**src/rtl/fifo_arb_pkg.sv**
```systemverilog
// Shared types and default sizing for the FIFO write-port arbiter.
package fifo_arb_pkg;

  typedef enum logic {
    IDLE  = 1'b0,
    BURST = 1'b1
  } arb_state_t;

  localparam int DEF_DATA_WIDTH = 4;
  localparam int DEF_NUM_REQ    = 4;
  localparam int DEF_MAX_BURST  = 4;
  localparam int BEAT_CNT_W     = 16;

endpackage

```
**src/rtl/fifo_wr_arbiter_rr_pick.sv**
```systemverilog
// Combinational round-robin picker: first set request after last_grant, wrapping.
module rr_pick #(
  parameter int NUM_REQ  = 4,
  parameter int ID_WIDTH = 2
) (
  input  logic [NUM_REQ-1:0]  req,
  input  logic [ID_WIDTH-1:0] last_grant,
  output logic                found,
  output logic [ID_WIDTH-1:0] index
);

  // cand[k] is the requester at distance k+1 from last_grant
  logic [ID_WIDTH-1:0] cand [NUM_REQ];

  genvar gi;
  generate
    for (gi = 0; gi < NUM_REQ; gi++) begin : g_cand
      assign cand[gi] = ID_WIDTH'((int'(last_grant) + gi + 1) % NUM_REQ);
    end
  endgenerate

  // Scan farthest to nearest so the nearest hit is the one kept
  always_comb begin
    found = 1'b0;
    index = '0;
    for (int k = NUM_REQ - 1; k >= 0; k--) begin
      if (req[cand[k]]) begin
        found = 1'b1;
        index = cand[k];
      end
    end
  end

endmodule

```
**src/rtl/fifo_wr_arbiter.sv**
```systemverilog
// Round-robin burst arbiter sharing one FIFO write port among NUM_REQ requesters.
module fifo_wr_arbiter
  import fifo_arb_pkg::*;
#(
  parameter int DATA_WIDTH = DEF_DATA_WIDTH,
  parameter int NUM_REQ    = DEF_NUM_REQ,
  parameter int MAX_BURST  = DEF_MAX_BURST,
  parameter int ID_WIDTH   = $clog2(NUM_REQ)
) (
  input  logic                          wr_clk,
  input  logic                          wr_rstn,
  input  logic [NUM_REQ-1:0]            req_valid,
  input  logic [NUM_REQ-1:0]            req_last,
  input  logic [NUM_REQ*DATA_WIDTH-1:0] req_data,
  output logic [NUM_REQ-1:0]            req_ready,
  input  logic                          fifo_full,
  output logic                          fifo_wr_en,
  output logic [DATA_WIDTH-1:0]         fifo_wr_data,
  output logic [ID_WIDTH-1:0]           grant_id,
  output logic                          busy,
  output logic [BEAT_CNT_W-1:0]         beat_count
);

  localparam int BW = $clog2(MAX_BURST) + 1;

  arb_state_t          state_reg;
  logic [ID_WIDTH-1:0] last_grant_reg;
  logic [ID_WIDTH-1:0] grant_id_reg;
  logic [BW-1:0]       burst_cnt_reg;
  logic [BEAT_CNT_W-1:0] beat_count_reg;

  logic                pick_found;
  logic [ID_WIDTH-1:0] pick_idx;
  logic                cur_valid;
  logic                cur_last;
  logic                accept;
  logic                burst_done;

  logic [DATA_WIDTH-1:0] data_arr [NUM_REQ];

  rr_pick #(
    .NUM_REQ  (NUM_REQ),
    .ID_WIDTH (ID_WIDTH)
  ) u_rr_pick (
    .req        (req_valid),
    .last_grant (last_grant_reg),
    .found      (pick_found),
    .index      (pick_idx)
  );

  genvar gi;
  generate
    for (gi = 0; gi < NUM_REQ; gi++) begin : g_req
      assign data_arr[gi]  = req_data[gi*DATA_WIDTH +: DATA_WIDTH];
      assign req_ready[gi] = accept && (grant_id_reg == ID_WIDTH'(gi));
    end
  endgenerate

  assign cur_valid  = req_valid[grant_id_reg];
  assign cur_last   = req_last[grant_id_reg];
  // Full is checked in the same cycle, so a deasserting full accepts immediately
  assign accept     = (state_reg == BURST) && cur_valid && !fifo_full;
  assign burst_done = cur_last || (burst_cnt_reg == BW'(MAX_BURST - 1));

  assign fifo_wr_en   = accept;
  assign fifo_wr_data = data_arr[grant_id_reg];
  assign grant_id     = grant_id_reg;
  assign busy         = (state_reg == BURST);
  assign beat_count   = beat_count_reg;

  always_ff @(posedge wr_clk or negedge wr_rstn) begin
    if (!wr_rstn) begin
      state_reg      <= IDLE;
      last_grant_reg <= ID_WIDTH'(NUM_REQ - 1);
      grant_id_reg   <= '0;
      burst_cnt_reg  <= '0;
      beat_count_reg <= '0;
    end else begin
      case (state_reg)
        IDLE: begin
          if (pick_found) begin
            grant_id_reg  <= pick_idx;
            burst_cnt_reg <= '0;
            state_reg     <= BURST;
          end
        end
        BURST: begin
          if (accept) begin
            beat_count_reg <= beat_count_reg + BEAT_CNT_W'(1);
            burst_cnt_reg  <= burst_cnt_reg + BW'(1);
            if (burst_done) begin
              state_reg      <= IDLE;
              last_grant_reg <= grant_id_reg;
            end
          end else if (!cur_valid) begin
            // Requester withdrew: give up the port without writing
            state_reg      <= IDLE;
            last_grant_reg <= grant_id_reg;
          end
        end
        default: state_reg <= IDLE;
      endcase
    end
  end

endmodule

```
**config.mk**
```make
export PLATFORM = sky130hd
export DESIGN_NAME = fifo_wr_arbiter
export DESIGN_NICKNAME = d
export VERILOG_FILES = /design/src/rtl/fifo_arb_pkg.sv /design/src/rtl/fifo_wr_arbiter_rr_pick.sv /design/src/rtl/fifo_wr_arbiter.sv
export SDC_FILE = /design/constraint.sdc
export NUM_CORES = 1
export LEC_CHECK = 0
export CORE_MARGIN = 10
export CORE_UTILIZATION = 38
export DETAILED_ROUTE_END_ITERATION = 8
export PLACE_DENSITY_LB_ADDON = 0.1
export REMOVE_ABC_BUFFERS = 1
export SYNTH_ARGS = -nofsm -noshare
export SYNTH_HDL_FRONTEND = slang
export SYNTH_SLANG_ARGS = --single-unit
```
**constraint.sdc**
```tcl
create_clock -name wr_clk -period 5.3 [get_ports wr_clk]
set_clock_uncertainty 0.15 [all_clocks]
set_input_delay 0.53 -clock wr_clk [delete_from_list [all_inputs] [get_ports wr_clk]]
set_output_delay 0.53 -clock wr_clk [all_outputs]
set_load 0.02 [all_outputs]
```
==> metrics.txt <==
full die area 0.00663 sq mm; grt met1 use 15.9%; f_max 0.311 GHz; commonest cells in the netlist dfrtp_1 (22), nand2_1 (13), xnor2_1 (8), xor2_1 (7); crit share post-route 60.7%; mapped cell area 0.00143 sq mm; grt met2 use 17.4%; Setup Crit Path Kind reg -> out; area of the multi-input gates 781 sq um; CTS Sinks 24; Max stage delay on crit path 0.72 ns; PortBufs 54; Startpoint Class flip-flop; Syn. warnings 0; DRC viols 0; mean area per synthesized cell 11.3 sq um; minimum clock period 3.22 ns; path type of the worst min-delay path reg -> reg; Total GRT Usage 11.7%; max cap viols 0; ANT nets after route 0; CP Capture Type output pin; Post-CTS Setup Repair Bufs 0; RSZ-0062 raised after global routing false; post-synthesis cell count 127; synth top area cells dfrtp_1 (38%), mux4_1 (9.2%), xnor2_1 (4.9%); Post-synth EDFFs 0; Tightest Pin Transition 1.05 ns; CTS tree built; synth-to-layout area growth 43.4%; Die Y-Extent 81.4 microns; n_diodes 0; WHS 0.323 ns; DR vias/cell 5.12; FP Rows 22; CP Buf/Inv Count 2; worst-case clock buffer depth 2; Final WS setup 2.08 ns; post_cts resized 0; global-route wire length before repair 6.21 mm; H-Tree Depth 1; Die W 81.4 microns; vias in the first global route 1208; GRT Max-Usage Layer met2; CP Cell Sequence mux2i_1 > o22a_4 > clkinv_1 > clkdlybuf4s50_1; crit path DAT 2.54 ns; top-area cell type share of the netlist area 38.4%; Setup WS pre-CTS 2.10 ns; Vias 1167; # nets final 211; gr ovfl total 0; VDD IR max 0.184 mV; status finished, final reports clean; post-detail-place hpwl 3.02 mm; global placement routability congestion 0.890; final hold viol count 0; P per Cell Area 405 mW/mm^2; # IOs 55; family with the most delay on the worst path buffers and inverters; Yosys cell types 40; ys flop type dfrtp_1; CP max FO 16; CTS buffer count 3; worst skew pair latency 0.26 ns; Post-CTS Hold Buffers 0; Slew headroom 30.0%; Post-Route WL 3.84 mm; post-synthesis async set-or-reset flop share 100%; number of flip-flops in the largest register 16; layout cell share with drive strength beyond 1 8.33%; WL per Instance 16.9 microns; FF+latch area 603 sq um; initial antenna violation count 0; area of the core 0.00366 sq mm; Fillers 317; post-synth top area cell dfrtp_1; Required @ worst endpoint 4.62 ns; setup TNS 0 ns; reg-to-reg slack, setup 3.09 ns; Initial Util 39.1%; top-count cell post-synth dfrtp_1; FF+latch count, synth 24; endpoints failing setup 0; DR iter-0 viols 40; slowest cell on the critical path dfrtp_1; largest net degree at the start of global routing 25; Leak 0.000889 uW; DR pass1 iterations 4; clk root buf clkbuf_8; Seq/Total Area, Yosys 42.1%; Worst-path clk slew 0.08 ns; met3 usage 3.64%; Slew Viols, Final 0
[worst paths after layout]
path | startpoint | to | depth (start not counted)
max | grant_id[1] | fifo_wr_en | 4
min | beat_count[15] | beat_count[15] | 1
max reg2reg | grant_id[1] | beat_count[6] | 5
min reg2reg | beat_count[15] | beat_count[15] | 1
max in group asynchronous | wr_rstn | burst_cnt_reg[2] | 1
min in group asynchronous | wr_rstn | grant_id[0] | 1
[placed cells by master, fill, tap and decap left out, types with 2 or more instances in the layout]
master            n
dfstp_2           2
nand2_1          13
nor2_1            5
mux2i_1           5
xnor2_1           8
ha_1              3
mux2_2            2
dfrtp_1          22
nand4_1           3
nor2b_1           2
xor2_1            7
clkbuf_8          4
a21oi_1           5
clkdlybuf4s50_1  54
nor3_1            2
a31oi_1           2
o21ai_0           2
nand3_1           5
nand3b_1          2
nor3b_1           3
and4_1            3
and3_1            3
inv_1             3
mux4_1            5
[report_power, final]
part	total, uW	internal [uW]	leakage, uW	switching [uW]
clock network	119	66.1	0.0000288	52.7
logic	401	217	0.000547	185
registers	313	232	0.000313	80.4
total	833	515	0.000889	318
[through the flow]
step	power (uW)	area, sq um	std cells	utilization [%]
floorplan	543	1400	122	-
global placement	715	2000	224	54.6
detailed placement	724	2000	224	54.6
CTS	848	2050	228	56.1
global route	887	2050	228	56.1
finish	833	2050	228	56.1
[cells by family (layout without fill, tap and decap cells)]
group	count (synthesis)	after routing	synth area share, %
simple gates	47	47	20.1
flops	24	24	42.1
compound gates	17	17	8.39
xor+xnor	15	15	9.17
mux	12	12	14.2
buf+inv	9	62	3.41
fa+ha+maj	3	3	2.62
[final cells by class]
class / count / share of cell area [%]
sequential: 24 / 29.4
tap: 48 / 2.92
timing repair buffer: 54 / 26.3
inverter: 4 / 0.731
multi-input combinational: 94 / 38.0
clock buffer: 4 / 2.68
[metal layers]
metal,vias up,share of wire [%],routed length (microns)
met1,554,48,1830
met3,2,9.0,344
li1,566,-,-
met2,45,43,1660
met5,-,0,0
met4,0,0.44,17
Power figures use the tool's default switching activity.
